## src/rtl/seq_divmod.sv

```systemverilog
// Radix-2 restoring divider: one quotient bit per clock, valid/ready on both sides.
// Produces quotient and remainder together; a zero divisor short-circuits to DONE.
module seq_divmod #(
   parameter int data_width = 16,
   parameter int cnt_width  = $clog2(data_width) + 1
) (
   input  logic                  clk,
   input  logic                  rst_n,
   input  logic                  in_valid,
   output logic                  in_ready,
   input  logic [data_width-1:0] A,
   input  logic [data_width-1:0] B,
   output logic                  out_valid,
   input  logic                  out_ready,
   output logic [data_width-1:0] Q,
   output logic [data_width-1:0] R,
   output logic                  div_zero,
   output logic                  busy
);

   typedef enum logic [1:0] {S_IDLE, S_CALC, S_DONE} state_t;

   state_t                state_q, state_d;
   logic [cnt_width-1:0]  cnt_q, cnt_d;
   logic [data_width-1:0] rem_q, rem_d;
   logic [data_width-1:0] dvd_q, dvd_d;
   logic [data_width-1:0] div_q, div_d;
   logic [data_width-1:0] quo_q, quo_d;
   logic [data_width-1:0] res_r_q, res_r_d;
   logic                  dz_q, dz_d;

   logic [data_width:0]   rem_shift;
   logic                  sub_ok;
   logic [data_width-1:0] rem_next;
   logic [data_width-1:0] dvd_next;

   // Difference is always < divisor when sub_ok, so W-bit subtraction is exact.
   assign rem_shift = {rem_q, dvd_q[data_width-1]};
   assign sub_ok    = (rem_shift >= {1'b0, div_q});
   assign rem_next  = sub_ok ? (rem_shift[data_width-1:0] - div_q) : rem_shift[data_width-1:0];
   assign dvd_next  = {dvd_q[data_width-2:0], sub_ok};

   always_comb begin
      state_d = state_q;
      cnt_d   = cnt_q;
      rem_d   = rem_q;
      dvd_d   = dvd_q;
      div_d   = div_q;
      quo_d   = quo_q;
      res_r_d = res_r_q;
      dz_d    = dz_q;
      case (state_q)
         S_IDLE: begin
            if (in_valid) begin
               div_d = B;
               if (B != '0) begin
                  state_d = S_CALC;
                  cnt_d   = cnt_width'(data_width);
                  rem_d   = '0;
                  dvd_d   = A;
               end else begin
                  state_d = S_DONE;
                  quo_d   = '1;
                  res_r_d = A;
                  dz_d    = 1'b1;
               end
            end
         end
         S_CALC: begin
            rem_d = rem_next;
            dvd_d = dvd_next;
            cnt_d = cnt_q - cnt_width'(1);
            if (cnt_q == cnt_width'(1)) begin
               state_d = S_DONE;
               quo_d   = dvd_next;
               res_r_d = rem_next;
               dz_d    = 1'b0;
            end
         end
         S_DONE: begin
            if (out_ready) begin
               state_d = S_IDLE;
            end
         end
         default: state_d = S_IDLE;
      endcase
   end

   always_ff @(posedge clk or negedge rst_n) begin
      if (!rst_n) begin
         state_q <= S_IDLE;
         cnt_q   <= '0;
         rem_q   <= '0;
         dvd_q   <= '0;
         div_q   <= '0;
         quo_q   <= '0;
         res_r_q <= '0;
         dz_q    <= 1'b0;
      end else begin
         state_q <= state_d;
         cnt_q   <= cnt_d;
         rem_q   <= rem_d;
         dvd_q   <= dvd_d;
         div_q   <= div_d;
         quo_q   <= quo_d;
         res_r_q <= res_r_d;
         dz_q    <= dz_d;
      end
   end

   assign in_ready  = (state_q == S_IDLE);
   assign out_valid = (state_q == S_DONE);
   assign busy      = (state_q != S_IDLE);
   assign Q         = quo_q;
   assign R         = res_r_q;
   assign div_zero  = dz_q;

endmodule

```

## config.mk

```make
export PLATFORM = sky130hd
export DESIGN_NAME = seq_divmod
export DESIGN_NICKNAME = d
export VERILOG_FILES = /design/src/rtl/seq_divmod.sv
export SDC_FILE = /design/constraint.sdc
export NUM_CORES = 1
export LEC_CHECK = 0
export ABC_AREA = 1
export CORE_AREA = 2 2 105 107
export CTS_BUF_LIST = sky130_fd_sc_hd__clkbuf_8
export CTS_CLUSTER_SIZE = 40
export DETAILED_ROUTE_END_ITERATION = 12
export DIE_AREA = 0 0 107 109
export GPL_ROUTABILITY_DRIVEN = 0
export PLACE_DENSITY_LB_ADDON = 0.15
export SLEW_MARGIN = 5
export SYNTH_ARGS = -nofsm -noshare
export SYNTH_HDL_FRONTEND = slang
export SYNTH_SLANG_ARGS = --single-unit
```

## constraint.sdc

```tcl
create_clock -name clk -period 3.1 [get_ports clk]
set_clock_uncertainty 0.2 [all_clocks]
set_input_delay 0.93 -clock clk [delete_from_list [all_inputs] [get_ports clk]]
set_output_delay 0.93 -clock clk [all_outputs]
set_load 0.02 [all_outputs]
```

==> results of run 1 <==
-- worst max-delay path: stages, from the launching register on --
cell	delay (ns)
sky130_fd_sc_hd__dfrtp_1	0.44
sky130_fd_sc_hd__nor2_1	0.21
sky130_fd_sc_hd__clkdlybuf4s50_1	0.64
-- placed cells by master (no fill, tap or decap), types with 2 or more instances in the layout --
master,instances
sky130_fd_sc_hd__a21oi_1,28
sky130_fd_sc_hd__a31oi_1,16
sky130_fd_sc_hd__and2_1,3
sky130_fd_sc_hd__buf_4,11
sky130_fd_sc_hd__clkbuf_8,10
sky130_fd_sc_hd__clkdlybuf4s50_1,70
sky130_fd_sc_hd__clkinv_2,2
sky130_fd_sc_hd__clkinv_4,2
sky130_fd_sc_hd__dfrtp_1,88
sky130_fd_sc_hd__ha_1,18
sky130_fd_sc_hd__inv_1,85
sky130_fd_sc_hd__inv_2,4
sky130_fd_sc_hd__nand2_1,195
sky130_fd_sc_hd__nand2_2,5
sky130_fd_sc_hd__nand3_1,56
sky130_fd_sc_hd__nand3_2,10
sky130_fd_sc_hd__nand4_1,20
sky130_fd_sc_hd__nor2_1,59
sky130_fd_sc_hd__nor2_2,3
sky130_fd_sc_hd__o21ai_0,34
sky130_fd_sc_hd__or2_0,3
sky130_fd_sc_hd__or2_1,6
sky130_fd_sc_hd__or2_2,8
sky130_fd_sc_hd__xnor2_1,2
sky130_fd_sc_hd__xor2_1,7
-- registers in the layout, summed over array words and instances (netlist names) --
register and flops:
div_zero 1, Q 16, rem_q 16, div_q 16, cnt_q 5, state_q 2, R 16, dvd_q 16
-- kinds of logic after synthesis --
| kind of cell | count (synthesis) | synth area share [%] |
|---|---|---|
| compound gates | 82 | 8.52 |
| simple gates | 373 | 33.2 |
| buf+inv | 116 | 9.01 |
| xor+xnor | 9 | 1.53 |
| flops | 88 | 42.7 |
| mux | 1 | 0.219 |
| fa+ha+maj | 19 | 4.76 |
-- per-stage QoR --
step                      instance area [um^2]  setup WS [ns]  cells
final                                     6180          0.328    899
after global routing                      6180          0.241    899
after CTS                                 6180          0.316    899
after detailed placement                  6000         0.0738    883
after global placement                    6000         0.0979    883
after floorplan                           5150          0.885    688
-- layout make-up --
| cell class | count | area, um^2 | area share (%) |
|---|---|---|---|
| Sequential cell | 88 | 2200 | 35.6 |
| Inverter | 89 | 334 | 5.40 |
| Clock buffer | 10 | 138 | 2.23 |
| Clock inverter | 6 | 43.8 | 0.708 |
| Timing Repair Buffer | 82 | 803 | 13.0 |
| Tap cell | 140 | 175 | 2.83 |
| Multi-Input combinational cell | 484 | 2490 | 40.2 |
-- routing by layer --
metal	track usage, %	share of wire [%]
met3	3.65	3.3
met5	0	0
met4	9.00	2.2
met2	38.2	48
met1	31.5	46
-- how the worst max path moves through the flow --
stage,cells past startpoint,startpoint,endpoint,slack (ns)
finish,2,state_q[0]$_DFFE_PN0P_,in_ready,0.33
global route,2,state_q[0]$_DFFE_PN0P_,in_ready,0.24
CTS,2,state_q[0]$_DFFE_PN0P_,in_ready,0.32
detailed placement,12,B[13],R[12]$_DFFE_PN0P_,0.07
global placement,12,B[12],R[12]$_DFFE_PN0P_,0.1
floorplan,11,B[15],R[15]$_DFFE_PN0P_,0.88
-- power by group through the flow --
stage / combinational [mW] / sequential [mW] / clock (mW)
6_report: 4.58 / 2.04 / 0.751
2_1_floorplan: 3.05 / 2.25 / 0
3_5_place_dp: 4.58 / 2.06 / 0
5_1_grt: 5.15 / 2.11 / 0.822
3_3_place_gp: 4.49 / 2.05 / 0
4_1_cts: 4.60 / 2.04 / 0.765
==> results.rst, run 1 <==
.. list-table::
   :header-rows: 1

   * - Metric
     - Value
   * - Crit Reg-Reg Startpoint
     - rem_q[11]$_DFFE_PN0P_
   * - Register-to-register setup slack
     - 0.56 ns
   * - Arrival time reported for the critical path endpoint
     - 1.64 ns
   * - Clock Latency Late Sink
     - 0.37 ns
   * - Critical path capture point type
     - primary output
   * - Sequential area share after synthesis
     - 42.7%
   * - Min-Delay Path Class
     - in -> async
   * - Portion of synthesized cell area occupied by the leading cell type
     - 42.7%
   * - Number of fillers in the final layout
     - 1,000
   * - Combinational Power Share
     - 62.1%
   * - PostCTS Resize Cnt
     - 0
   * - PwrDens
     - 1190 mW/mm^2
   * - Max-cap violations
     - 0
   * - Final ANT Viol Nets
     - 0
   * - Post-synthesis cell type count
     - 36
   * - Most used flip-flop cell after synthesis
     - sky130_fd_sc_hd__dfrtp_1
   * - Pin count of the biggest net entering global routing
     - 49
   * - Number of DRC violations after detailed-routing iteration 0
     - 214
   * - Die H
     - 109 um
   * - Width of the die
     - 107 um
   * - Count of antenna diodes in the layout
     - 0
   * - Upper clock frequency limit
     - 361 MHz
   * - Total net switching power
     - 3.63 mW
   * - Fraction of layout instances using a drive strength above 1
     - 8.43%
   * - Maximum fanout count along the critical path
     - 5
   * - Max Root-Sink Buffers
     - 2
   * - Area Overhead vs Synth
     - 20.0%
   * - Pint
     - 3.75 mW
   * - Leak Pwr
     - 3.07 nW
   * - Tot GR Track Use
     - 23.4%
   * - Initial cell density of the core
     - 48.6%
   * - Max-slew violation count
     - 0
   * - Vias after detailed routing
     - 4,556
   * - Ratio of routed vias to standard cells
     - 5.07
   * - Mean instance size in the synthesized netlist
     - 7.49 um^2
   * - Routed length per instance
     - 14.1 um
   * - Htree depth
     - 3
   * - Final min period
     - 2.77 ns
   * - Post-CTS Hold Fix Bufs
     - 0
   * - Count of buffers inserted at the top-level ports
     - 71
   * - Synth top area cells
     - sky130_fd_sc_hd__dfrtp_1 (43%), sky130_fd_sc_hd__nand2_1 (14%), sky130_fd_sc_hd__inv_1 (6.2%)
   * - Total power
     - 7.38 mW
   * - WP data required
     - 1.97 ns
   * - Worst r2r dst
     - R[15]$_DFFE_PN0P_
   * - # clock sinks
     - 88
   * - Clock tree root driver cell
     - sky130_fd_sc_hd__clkbuf_8
   * - Run status
     - finished, final reports clean
   * - Worst slew pin tran
     - 0.482 ns
   * - Number of cell instances on the worst register-to-register path
     - 13
   * - CP Class
     - reg -> out
   * - Final HPWL DP
     - 9650 um
   * - Yosys warning count
     - 0
   * - Number of nets at the end of the flow
     - 809
   * - Relative contribution of the clock network to total power
     - 10.2%
   * - RSZ-0062 raised after global routing
     - no
   * - Wire length after detailed routing
     - 12,700 um
   * - Finished Core Util
     - 58.3%
   * - First-pass GRT wire length
     - 21,100 um
   * - Flop pwr share
     - 27.7%
   * - Nets in the synthesized netlist
     - 743
   * - Leading cell types by count after synthesis
     - sky130_fd_sc_hd__nand2_1 (195), sky130_fd_sc_hd__dfrtp_1 (88), sky130_fd_sc_hd__inv_1 (85)
   * - Kind of start point of the critical path
     - register
   * - Largest area contributor in the synthesized netlist
     - sky130_fd_sc_hd__dfrtp_1
   * - Worst Hold Margin
     - 0.264 ns
   * - Count of standard-cell rows
     - 38
   * - Ports
     - 72
   * - Reg clk slew, reported paths
     - 0.09 ns
   * - Total CTS buffers
     - 9
   * - Clock tree from TritonCTS
     - built
   * - Via count of the first global-routing pass
     - 4,298
   * - Flip-flop and latch count after synthesis
     - 88
   * - Antenna violations before repair
     - 0
   * - Die Footprint
     - 0.0117 mm^2
   * - Buffers inserted during post-CTS setup optimization
     - 0
   * - Placeable core region
     - 0.0106 mm^2
   * - Switching Share
     - 49.2%
   * - Slew headroom
     - 67.9%
   * - Grt ovf
     - 0
   * - IR drop worst, VDD
     - 488 uV
   * - Total negative slack for setup checks
     - 0 ns
   * - Library cell with the highest instance count after synthesis
     - sky130_fd_sc_hd__nand2_1
   * - Post-Syn Area
     - 0.00515 mm^2
   * - Post-route fraction of the period consumed by the critical path
     - 89.4%
   * - Number of enable flip-flop cells after synthesis
     - 0
   * - FFs w/ async S/R, synth
     - 100%
   * - Count of unresolved DRC violations after routing
     - 0
   * - Number of instances in the synthesized netlist
     - 688
   * - Hold Vio Cnt, Final
     - 0
   * - Number of detailed-route iterations in the first pass
     - 5
   * - Number of endpoints failing setup at the final stage
     - 0
Note: power is estimated with default switching activity, not from simulation.
==> inputs of run 2 (changes only) <==
--- a/config.mk
+++ b/config.mk
@@ -12,7 +12,7 @@
 export DETAILED_ROUTE_END_ITERATION = 12
 export DIE_AREA = 0 0 107 109
 export GPL_ROUTABILITY_DRIVEN = 0
-export PLACE_DENSITY_LB_ADDON = 0.15
+export PLACE_DENSITY = 0.73
 export SLEW_MARGIN = 5
 export SYNTH_ARGS = -nofsm -noshare
 export SYNTH_HDL_FRONTEND = slang
==> results.rst, run 2 (same netlist as run 1, synthesis figures left out) <==
.. list-table::
   :header-rows: 1

   * - Metric
     - Value
   * - Max-slew violation count
     - 0
   * - Grt ovf
     - 0
   * - Max-cap violations
     - 0
   * - Fraction of layout instances using a drive strength above 1
     - 8.31%
   * - Final HPWL DP
     - 9570 um
   * - Number of placed instances with taps included
     - 882
   * - Number of fillers in the final layout
     - 971
   * - First-pass GRT wire length
     - 21,300 um
   * - Number of endpoints failing setup at the final stage
     - 0
   * - Count of standard-cell rows
     - 38
   * - Post-CTS Hold Fix Bufs
     - 0
   * - Via count of the first global-routing pass
     - 4,570
   * - Number of nets at the end of the flow
     - 808
   * - Register-to-register setup slack
     - 0.66 ns
   * - Number of DRC violations after detailed-routing iteration 0
     - 361
   * - Kind of start point of the critical path
     - register
   * - Run status
     - finished, final reports clean
   * - Clock tree from TritonCTS
     - built
   * - Final min period
     - 2.82 ns
   * - Max Root-Sink Buffers
     - 2
   * - Count of buffers inserted at the top-level ports
     - 71
   * - Pin count of the biggest net entering global routing
     - 50
   * - Crit Reg-Reg Startpoint
     - rem_q[5]$_DFFE_PN0P_
   * - Ratio of routed vias to standard cells
     - 5.20
   * - WP data required
     - 1.97 ns
   * - Vias after detailed routing
     - 4,674
   * - Die H
     - 109 um
   * - Non-filler cells, final
     - 898
   * - Leak Pwr
     - 3.07 nW
   * - RSZ-0062 raised after global routing
     - no
   * - Clock Latency Late Sink
     - 0.36 ns
   * - Hold-critical path endpoint
     - Q[6]$_DFFE_PN0P_
   * - Count of unresolved DRC violations after routing
     - 0
   * - Buffers inserted during post-CTS setup optimization
     - 0
   * - # clock sinks
     - 88
   * - CP Class
     - reg -> out
   * - Width of the die
     - 107 um
   * - Most common cell after layout, fill and taps aside
     - sky130_fd_sc_hd__nand2_1
   * - Ports
     - 72
   * - Worst Hold Depth
     - 2
   * - Critical path capture point type
     - primary output
   * - Upper clock frequency limit
     - 355 MHz
   * - Arrival time reported for the critical path endpoint
     - 1.69 ns
   * - IR drop worst, VDD
     - 621 uV
   * - PwrDens
     - 1210 mW/mm^2
   * - Placeable core region
     - 0.0106 mm^2
   * - Reg clk slew, reported paths
     - 0.09 ns
   * - Die Footprint
     - 0.0117 mm^2
   * - Most used cells in the layout excluding fill and tap cells
     - sky130_fd_sc_hd__nand2_1 (195), sky130_fd_sc_hd__dfrtp_1 (88), sky130_fd_sc_hd__inv_1 (85)
   * - Slew headroom
     - 64.1%
   * - Antenna violations before repair
     - 0
   * - Final ANT Viol Nets
     - 0
   * - Number of detailed-route iterations in the first pass
     - 5
   * - Total negative slack for setup checks
     - 0 ns
   * - Wire length after detailed routing
     - 12,700 um
   * - Count of antenna diodes in the layout
     - 0
   * - Hold Vio Cnt, Final
     - 0
   * - Maximum fanout count along the critical path
     - 5
   * - Start point of the worst min-delay path
     - Q[6]$_DFFE_PN0P_
   * - Total power
     - 7.48 mW
   * - Worst Hold Margin
     - 0.292 ns
   * - Worst r2r dst
     - R[13]$_DFFE_PN0P_
   * - Tot GR Track Use
     - 23.4%
   * - Post-route fraction of the period consumed by the critical path
     - 90.9%
   * - Routed length per instance
     - 14.1 um
   * - Total CTS buffers
     - 9
   * - Worst slew pin tran
     - 0.538 ns
   * - PostCTS Resize Cnt
     - 0
   * - Initial cell density of the core
     - 48.6%
   * - Htree depth
     - 3
   * - Clock tree root driver cell
     - sky130_fd_sc_hd__clkbuf_8
   * - Number of cell instances on the worst register-to-register path
     - 12
   * - Min-Delay Path Class
     - reg -> reg
   * - Area Overhead vs Synth
     - 20.3%
-- run 2: layout make-up --
class	count	area (um^2)	area share, %
inverters	89	334	5.39
repair buffers	81	796	12.8
clock inverters	6	67.6	1.09
multi-input cells	484	2490	40.1
clock buffers	10	138	2.22
well taps	140	175	2.83
flip-flops and latches	88	2200	35.5
-- run 2: worst max-delay path, stage by stage (launching register included) --
cell and delay (ns):
sky130_fd_sc_hd__dfrtp_1 0.45, sky130_fd_sc_hd__nor2_1 0.23, sky130_fd_sc_hd__clkdlybuf4s50_1 0.65
-- run 2: metal layers --
| metal | GRT usage, % | wire length [um] | share of wire (%) |
|---|---|---|---|
| met4 | 9.83 | 439 | 3.5 |
| met5 | 0 | 0 | 0 |
| met1 | 30.3 | 5580 | 44 |
| met2 | 39.4 | 6030 | 48 |
| met3 | 3.53 | 618 | 4.9 |
-- run 2: worst max-delay path by stage --
stage | end | cells after the start | slack, ns | start
finish | in_ready | 2 | 0.28 | state_q[0]$_DFFE_PN0P_
global route | in_ready | 2 | 0.22 | state_q[0]$_DFFE_PN0P_
CTS | in_ready | 2 | 0.29 | state_q[0]$_DFFE_PN0P_
detailed placement | R[13]$_DFFE_PN0P_ | 12 | 0.07 | B[15]
global placement | R[12]$_DFFE_PN0P_ | 12 | 0.11 | B[13]
floorplan | R[15]$_DFFE_PN0P_ | 11 | 0.88 | B[15]
-- run 2: stage by stage --
step	cell area, um^2	worst slack [ns]	utilization [%]
detailed placement	5990	0.0666	56.5
CTS	6200	0.292	58.5
global route	6200	0.221	58.5
floorplan	5150	0.885	-
global placement	5990	0.115	56.5
finish	6200	0.281	58.5
-- run 2: where the power goes --
part	internal [mW]	switching (mW)	leakage, nW	total, mW
registers	1.71	0.343	1.05	2.05
logic	1.71	2.89	1.92	4.60
clock network	0.399	0.429	0.104	0.828
